<file path="src/rtl/mem_arbiter_pkg.sv">
// Shared encodings and helpers for the I/D memory port arbiter.
package mem_arbiter_pkg;

  typedef enum logic [1:0] {
    MARB_IDLE   = 2'd0,
    MARB_ACCESS = 2'd1,
    MARB_DONE   = 2'd2
  } marb_state_e;

  typedef enum logic {
    OWN_I = 1'b0,
    OWN_D = 1'b1
  } marb_owner_e;

  // Access-cycle counter width; a TIMEOUT of 0 still gets a 1-bit counter.
  function automatic int tcnt_width(input int timeout);
    return $clog2(timeout) + 1;
  endfunction

endpackage

</file>
<file path="src/rtl/mem_arb_timer.sv">
// Access watchdog: clear/enable up-counter flagging the last allowed cycle.
module mem_arb_timer
  import mem_arbiter_pkg::*;
#(
  parameter int TIMEOUT = 64
) (
  input  logic clk,
  input  logic rst_n,
  input  logic clr,
  input  logic en,
  output logic tc
);

  localparam int CW = tcnt_width(TIMEOUT);
  localparam logic [CW-1:0] TC_VAL = (TIMEOUT == 0) ? '0 : CW'(TIMEOUT - 1);

  logic [CW-1:0] cnt_q, cnt_d;

  // Clear takes priority; otherwise count once per enabled cycle.
  always_comb begin
    cnt_d = cnt_q;
    if (clr) begin
      cnt_d = '0;
    end else if (en) begin
      cnt_d = cnt_q + CW'(1);
    end
  end

  // Counter register.
  always_ff @(posedge clk or negedge rst_n) begin
    if (!rst_n) begin
      cnt_q <= '0;
    end else begin
      cnt_q <= cnt_d;
    end
  end

  // A zero TIMEOUT never fires, so a stalled memory simply waits forever.
  assign tc = (TIMEOUT != 0) && en && (cnt_q == TC_VAL);

endmodule

</file>
<file path="src/rtl/mem_arbiter.sv">
// Serialises instruction-fetch and data-stage requests onto one memory port.
//
// state       | meaning
// ------------+-------------------------------------------------------
// MARB_IDLE   | port free; arbitrate and latch the winner's operands
// MARB_ACCESS | strobes and operands held; wait for m_ready or timeout
// MARB_DONE   | one-cycle ack (and err on abort) to the owner
module mem_arbiter
  import mem_arbiter_pkg::*;
#(
  parameter int AW        = 32,
  parameter int DW        = 32,
  parameter int MAX_D_RUN = 4,
  parameter int TIMEOUT   = 64
) (
  input  logic          clk,
  input  logic          rst_n,
  input  logic          i_req,
  input  logic [AW-1:0] i_addr,
  output logic          i_ack,
  output logic [DW-1:0] i_rdata,
  input  logic          d_req,
  input  logic          d_we,
  input  logic [AW-1:0] d_addr,
  input  logic [DW-1:0] d_wdata,
  output logic          d_ack,
  output logic [DW-1:0] d_rdata,
  output logic [AW-1:0] m_addr,
  output logic          m_read,
  output logic          m_write,
  output logic [DW-1:0] m_wdata,
  input  logic [DW-1:0] m_rdata,
  input  logic          m_ready,
  output logic          err
);

  localparam int RW = (MAX_D_RUN < 1) ? 1 : $clog2(MAX_D_RUN + 1);
  localparam logic [RW-1:0] RUN_MAX = RW'(MAX_D_RUN);

  marb_state_e   state_q, state_d;
  marb_owner_e   owner_q, owner_d;
  logic [RW-1:0] d_run_q, d_run_d;
  logic [AW-1:0] m_addr_q, m_addr_d;
  logic [DW-1:0] m_wdata_q, m_wdata_d;
  logic          m_read_q, m_read_d;
  logic          m_write_q, m_write_d;
  logic [DW-1:0] i_rdata_q, i_rdata_d;
  logic [DW-1:0] d_rdata_q, d_rdata_d;
  logic          abort_q, abort_d;

  logic grant_d;
  logic start;
  logic done_ok;
  logic abort;
  logic tmo_tc;

  // D wins a tie unless it has already used its run while I was waiting.
  assign grant_d = d_req && (!i_req || (d_run_q != RUN_MAX));
  assign start   = (state_q == MARB_IDLE) && (i_req || d_req);
  assign done_ok = (state_q == MARB_ACCESS) && m_ready;
  assign abort   = (state_q == MARB_ACCESS) && !m_ready && tmo_tc;

  mem_arb_timer #(
    .TIMEOUT(TIMEOUT)
  ) u_timer (
    .clk  (clk),
    .rst_n(rst_n),
    .clr  (state_q != MARB_ACCESS),
    .en   (state_q == MARB_ACCESS),
    .tc   (tmo_tc)
  );

  // State and datapath registers; reset also kills any in-flight strobe.
  always_ff @(posedge clk or negedge rst_n) begin
    if (!rst_n) begin
      state_q   <= MARB_IDLE;
      owner_q   <= OWN_I;
      d_run_q   <= '0;
      m_addr_q  <= '0;
      m_wdata_q <= '0;
      m_read_q  <= 1'b0;
      m_write_q <= 1'b0;
      i_rdata_q <= '0;
      d_rdata_q <= '0;
      abort_q   <= 1'b0;
    end else begin
      state_q   <= state_d;
      owner_q   <= owner_d;
      d_run_q   <= d_run_d;
      m_addr_q  <= m_addr_d;
      m_wdata_q <= m_wdata_d;
      m_read_q  <= m_read_d;
      m_write_q <= m_write_d;
      i_rdata_q <= i_rdata_d;
      d_rdata_q <= d_rdata_d;
      abort_q   <= abort_d;
    end
  end

  // Next-state logic.
  always_comb begin
    state_d = state_q;
    case (state_q)
      MARB_IDLE:   if (start) state_d = MARB_ACCESS;
      MARB_ACCESS: if (done_ok || abort) state_d = MARB_DONE;
      MARB_DONE:   state_d = MARB_IDLE;
      default:     state_d = MARB_IDLE;
    endcase
  end

  // Operand latch on grant, fairness counter, and result capture on completion.
  always_comb begin
    owner_d   = owner_q;
    d_run_d   = d_run_q;
    m_addr_d  = m_addr_q;
    m_wdata_d = m_wdata_q;
    m_read_d  = m_read_q;
    m_write_d = m_write_q;
    i_rdata_d = i_rdata_q;
    d_rdata_d = d_rdata_q;
    abort_d   = abort_q;

    if (start) begin
      owner_d   = grant_d ? OWN_D : OWN_I;
      m_addr_d  = grant_d ? d_addr : i_addr;
      m_wdata_d = grant_d ? d_wdata : '0;
      m_read_d  = grant_d ? !d_we : 1'b1;
      m_write_d = grant_d && d_we;
      abort_d   = 1'b0;
      if (grant_d && i_req) begin
        if (d_run_q != RUN_MAX) d_run_d = d_run_q + RW'(1);
      end else begin
        d_run_d = '0;
      end
    end

    if (done_ok || abort) begin
      m_read_d  = 1'b0;
      m_write_d = 1'b0;
      abort_d   = abort;
      if (owner_q == OWN_D) begin
        d_rdata_d = done_ok ? m_rdata : '0;
      end else begin
        i_rdata_d = done_ok ? m_rdata : '0;
      end
    end
  end

  // Outputs: acks and err only ever appear in DONE, so they cannot collide.
  always_comb begin
    i_ack   = (state_q == MARB_DONE) && (owner_q == OWN_I);
    d_ack   = (state_q == MARB_DONE) && (owner_q == OWN_D);
    err     = (state_q == MARB_DONE) && abort_q;
    i_rdata = i_rdata_q;
    d_rdata = d_rdata_q;
    m_addr  = m_addr_q;
    m_wdata = m_wdata_q;
    m_read  = m_read_q;
    m_write = m_write_q;
  end

endmodule

</file>
<file path="config.mk">
export PLATFORM = sky130hd
export DESIGN_NAME = mem_arbiter
export DESIGN_NICKNAME = d
export VERILOG_FILES = /design/src/rtl/mem_arbiter_pkg.sv /design/src/rtl/mem_arb_timer.sv /design/src/rtl/mem_arbiter.sv
export SDC_FILE = /design/constraint.sdc
export NUM_CORES = 1
export LEC_CHECK = 0
export CELL_PAD_IN_SITES_DETAIL_PLACEMENT = 2
export CELL_PAD_IN_SITES_GLOBAL_PLACEMENT = 2
export CORE_MARGIN = 4
export CORE_UTILIZATION = 28
export CTS_CLUSTER_SIZE = 30
export DETAILED_ROUTE_END_ITERATION = 6
export HOLD_SLACK_MARGIN = 0.02
export PLACE_DENSITY_LB_ADDON = 0.2
export SLEW_MARGIN = 0
export SYNTH_ARGS = -nofsm -noshare
export SYNTH_HDL_FRONTEND = slang
export SYNTH_SLANG_ARGS = --single-unit
</file>
<file path="constraint.sdc">
create_clock -name clk -period 5.3 [get_ports clk]
set_clock_uncertainty 0.2 [all_clocks]
set_input_delay 0.795 -clock clk [delete_from_list [all_inputs] [get_ports clk]]
set_output_delay 0.795 -clock clk [all_outputs]
set_load 0.005 [all_outputs]
</file>
# ---- Word level (Yosys, flattened, before mapping)
# Index checks and enable logic that the tools add are counted.
dict set report op_classes {
  addsub 2
  eq_ne 8
  mux 18
  bitwise_logic 1
  n_reduce_logical 24
}
# op count
set op_table {}
lappend op_table {{$mux 32} 3}
lappend op_table {{$mux 7} 2}
lappend op_table {{$logic_and 1x1->1} 11}
lappend op_table {{$mux 1} 8}
lappend op_table {{$reduce_and 2->1} 4}
lappend op_table {{$add 7x1->7 const B} 1}
lappend op_table {{$eq 7x6->1 const B} 1}
lappend op_table {{$mux 3} 2}
lappend op_table {{$ne 2x2->1 const B} 3}
lappend op_table {{$mux 2} 2}
lappend op_table {{$pmux 2 s2} 1}
lappend op_table {{$reduce_bool 2->1} 2}
lappend op_table {{$add 3x1->3 const B} 1}
lappend op_table {{$logic_not 1->1} 3}
lappend op_table {{$logic_or 1x1->1} 3}
lappend op_table {{$ne 3x3->1 const B} 1}
lappend op_table {{$eq 2x1->1 const B} 1}
lappend op_table {{$eq 2x2->1 const B} 1}
lappend op_table {{$logic_not 2->1} 1}
lappend op_table {{$ne 2x1->1 const B} 1}
lappend op_table {{$not 1->1} 1}
dict set report word_totals {
  regBits 144
  inputBits 134
  output_inout_bits 133
}

# ---- Longest topological paths before layout
dict set report depth {
  depth_word 6
  depth_mapped 7
}

# ---- Modules after synthesis
# A second synthesis with hierarchy kept.
dict set report hier_totals {
  cells_unflattened 524
  hier_area_um2 6148.4
}
# module n_inst cells_per_inst area_per_inst_um2 seq_area_each_um2
set modules_own_cells {}
lappend modules_own_cells {mem_arbiter 1 492 5813.1 3428.3}
lappend modules_own_cells {mem_arb_timer 1 32 335.3 175.2}

# ---- Worst setup path before layout
# Ideal clock, no wire load.
dict set report synth_path {
  path_type {input -> register}
  start {input d_req}
  end {register m_addr_q[11], in the netlist m_addr[11]}
  setup_ps 138
  t_arrival_ps 1620
  setup_slack_ps 3342
  cell_stages 5
  cell_sequence {buf_2 > and2_1 > clkbuf_1 > clkbuf_1 > o211ai_1}
}
dict set report synth_via {
  elab_chain_cells 2
}
# item line_no
set synth_rtl {}
lappend synth_rtl {{from (decl)} mem_arbiter.sv:22} ;# input logic d_req,
lappend synth_rtl {{$logic_and 1x1->1 / $logic_or 1x1->1 (equally long branches)} {mem_arbiter.sv:58, mem_arbiter.sv:59}}
lappend synth_rtl {{$mux 32 / $logic_and 1x1->1 (equally long branches)} {mem_arbiter.sv:125, mem_arbiter.sv:59}}
lappend synth_rtl {{to (signal assigned)} mem_arbiter.sv:90} ;# m_addr_q <= m_addr_d;
lappend synth_rtl {{to (decl)} mem_arbiter.sv:43} ;# logic [AW-1:0] m_addr_q, m_addr_d;
# Several ways; a longest one is shown, not always the timed one.
# A chain may end at the register's enable or synchronous reset.

# ---- Final worst setup path
dict set report layout_path {
  start {input d_req}
  end {register m_wdata_q[29], in the netlist m_wdata[29]}
}
dict set report layout_via {
  elab_chain_cells 2
}
# item line_no
set layout_rtl {}
lappend layout_rtl {{$logic_and 1x1->1 / $logic_or 1x1->1 (equally long branches)} {mem_arbiter.sv:58, mem_arbiter.sv:59}}
lappend layout_rtl {{$mux 32 / $logic_and 1x1->1 (equally long branches)} {mem_arbiter.sv:126, mem_arbiter.sv:59}}
lappend layout_rtl {{to (signal assigned)} mem_arbiter.sv:91} ;# m_wdata_q <= m_wdata_d;
lappend layout_rtl {{to (decl)} mem_arbiter.sv:44} ;# logic [DW-1:0] m_wdata_q, m_wdata_d;
# Several ways; a longest one is shown, not always the timed one.

==> reports/summary.txt <==
initial DRC count: 252
min Tclk post-route: 3.26 ns
starting density of the core: 28.6%
Startpoint Class: primary input
FF-to-FF path depth: 6
DR WL/cell: 21.2 um
total grt overflow: 0
worst setup path start: d_req
Setup Crit Path Kind: primary input to register
layout cells sized above 1: 8.78%
gate count of the mapped netlist: 618
DRC: 0
die height: 161 um
Clock Tree Root: clkbuf_16
RSZ-0062 raised after global routing: false
first-pass GRT wire length: 40.0 mm
Detail Placement HPWL: 17.6 mm
number of max-cap violations: 0
largest net degree at the start of global routing: 65
# hold bufs at CTS: 0
Rel. slew slack: 14.5%
EDFF count, synth: 0
register area share after synthesis: 55.2%
IO buf count: 266
Clock Latency Late Sink: 0.42 ns
Synthesized Nets: 755
flops & latches, synth: 144
main area contributors after synthesis: dfrtp_1, o21ai_0, a22oi_1
CTS Buf Count: 17
worst path arrival time: 3.38 ns
Lkg Pwr: 4.26 nW
crit path max fanout: 39
WHS: 0.104 ns
crit path capture: m_wdata[29]
Synth top area share: 55.2%
setup TNS: 0 ns
post-CTS sizing: 0
Most used DFF post-synth: dfrtp_1
PwrDens: 567 nW/um^2
Area Growth Syn to Fin: 52.7%
CP required: 5.41 ns
Max IR drop VDD: 0.255 mV
slew of the pin with the lowest slew margin: 1.28 ns
core area: 22,800 um^2
vias in the first global route: 7,052
H-tree depth: 4
status: complete, no violations
maximum clock path buffer count: 2
antenna cells: 0
io pins: 267
final RePlAce weighted congestion: 0.793
chip width: 161 um
Routed Antenna Nets: 0
Post-CTS Setup Inserts: 0
mean post-synth cell area: 10.6 um^2
Final setup viols: 0
Finished Core Util: 43.7%
Slew Viols, Final: 0
GRT Resource Usage Total: 19.3%
Final period util: 61.6%
Post-synth ARST share: 100%
Synth area leader: dfrtp_1
Worst setup EP type: register
Tot Pwr: 5.64 mW
clock slew at reported path FFs: 0.07 ns
final hold vios: 0
reg-to-reg setup timing slack: 2.53 ns
R2R Path End: m_addr[27]
Fmax: 306 MHz
Rows: 55
initial antenna violation count: 0
TritonCTS clock tree: yes
FF-to-FF Start: d_run_q[0]
Via density: 5.14
routed wire length: 25.0 mm
most frequent cells after synthesis: dfrtp_1, o21ai_0, inv_1, a22oi_1, nand3_1
router iterations before antenna repair: 4
most numerous cell in the Yosys netlist: dfrtp_1
unique cell type count in the Yosys netlist: 46
via count: 6,062
synth warn: 0
Sink Count: 144
Hold Path Class: primary input to asynchronous set/reset pin
Synth Cell Area: 6520 um^2
Die ar.: 25,800 um^2
Final #Nets: 990
==> layout make-up <==
cell class | instances | area, um^2
multi-input combinational | 347 | 2390
inverter | 66 | 248
sequential | 144 | 3600
tap | 313 | 392
fill | 2350 | 12800
clock inverter | 14 | 143
timing repair buffer | 277 | 2750
clock buffer | 18 | 439
==> layer usage <==
metal | wire length (um) | part of all wire (%) | up-vias | track usage [%]
met3 | 1700 | 6.8 | 32 | 6.42
li1 | - | - | 2728 | -
met1 | 10200 | 41 | 3092 | 22.6
met2 | 12600 | 51 | 210 | 33.9
met4 | 406 | 1.6 | 0 | 5.40
met5 | 0 | 0 | - | 0
==> cell usage in the layout (no fill, tap or decap), types with 2 or more instances in the layout <==
| cell | synthesis | layout |
|---|---|---|
| clkdlybuf4s50_1 | 0 | 265 |
| dfrtp_1 | 144 | 144 |
| o21ai_0 | 71 | 71 |
| inv_1 | 66 | 66 |
| a22oi_1 | 45 | 45 |
| nand3_1 | 36 | 36 |
| nand4_1 | 33 | 33 |
| a22o_1 | 32 | 32 |
| o211ai_1 | 32 | 32 |
| o21ai_1 | 30 | 30 |
| a22oi_2 | 21 | 21 |
| clkbuf_16 | 0 | 17 |
| buf_4 | 3 | 11 |
| inv_6 | 0 | 6 |
| nor2_1 | 5 | 4 |
| a21oi_1 | 4 | 4 |
| and2_1 | 3 | 3 |
| ha_1 | 3 | 3 |
| inv_8 | 0 | 3 |
| xor2_1 | 2 | 2 |
| nand2_1 | 2 | 2 |
| or3_1 | 2 | 2 |
| nand3b_1 | 2 | 2 |
| or2_2 | 2 | 2 |
| clkinv_2 | 0 | 2 |
==> worst min path at each step <==
stage	cells after the start	to	startpoint	slack, ns
after floorplan	1	u_timer.cnt_q[0]	u_timer.cnt_q[0]	0.25
after global placement	1	u_timer.cnt_q[0]	u_timer.cnt_q[0]	0.28
after detailed placement	1	m_wdata[9]	m_wdata[9]	0.30
after CTS	1	i_rdata[26]	rst_n	0.11
after global routing	1	d_rdata[26]	rst_n	0.14
final	1	i_rdata[26]	rst_n	0.10
==> critical path: stages <==
cell and delay [ns]:
clkdlybuf4s50_1 0.47, buf_4 0.38, or2_2 0.70, nand2_2 0.59, a22o_1 0.41
==> cells by family after synthesis <==
kind of cell / after synthesis / synth area share, %
flops: 144 / 55.2
fa+ha+maj: 3 / 0.576
compound gates: 242 / 26.2
simple gates: 99 / 9.02
xor+xnor: 3 / 0.403
buf+inv: 127 / 8.54
==> sequential cells by signal, summed over array words and instances, names as in the netlist <==
signal and cells:
abort_q 1, d_rdata 32, d_run_q 3, i_rdata 32, m_addr 32, m_read 1, m_wdata 32, m_write 1
owner_q 1, state_q 2, u_timer.cnt_q 7
==> stage by stage <==
stage | std cells | worst slack (ns) | cell area, um^2
6_report | 1179 | 2.04 | 9960
5_1_grt | 1179 | 1.87 | 9960
4_1_cts | 1179 | 1.99 | 9960
3_5_place_dp | 1147 | 1.53 | 9380
3_3_place_gp | 1147 | 1.65 | 9380
2_1_floorplan | 618 | 3.34 | 6520
==> power breakdown <==
| group | leakage [nW] | total [mW] | internal [mW] | switching, mW |
|---|---|---|---|---|
| Combinational | 2.32 | 2.48 | 1.40 | 1.09 |
| Sequential | 1.65 | 1.95 | 1.57 | 0.378 |
| Clock | 0.288 | 1.21 | 0.676 | 0.531 |
| Total | 4.26 | 5.64 | 3.65 | 2.00 |
Note: power is estimated with default switching activity, not from simulation.
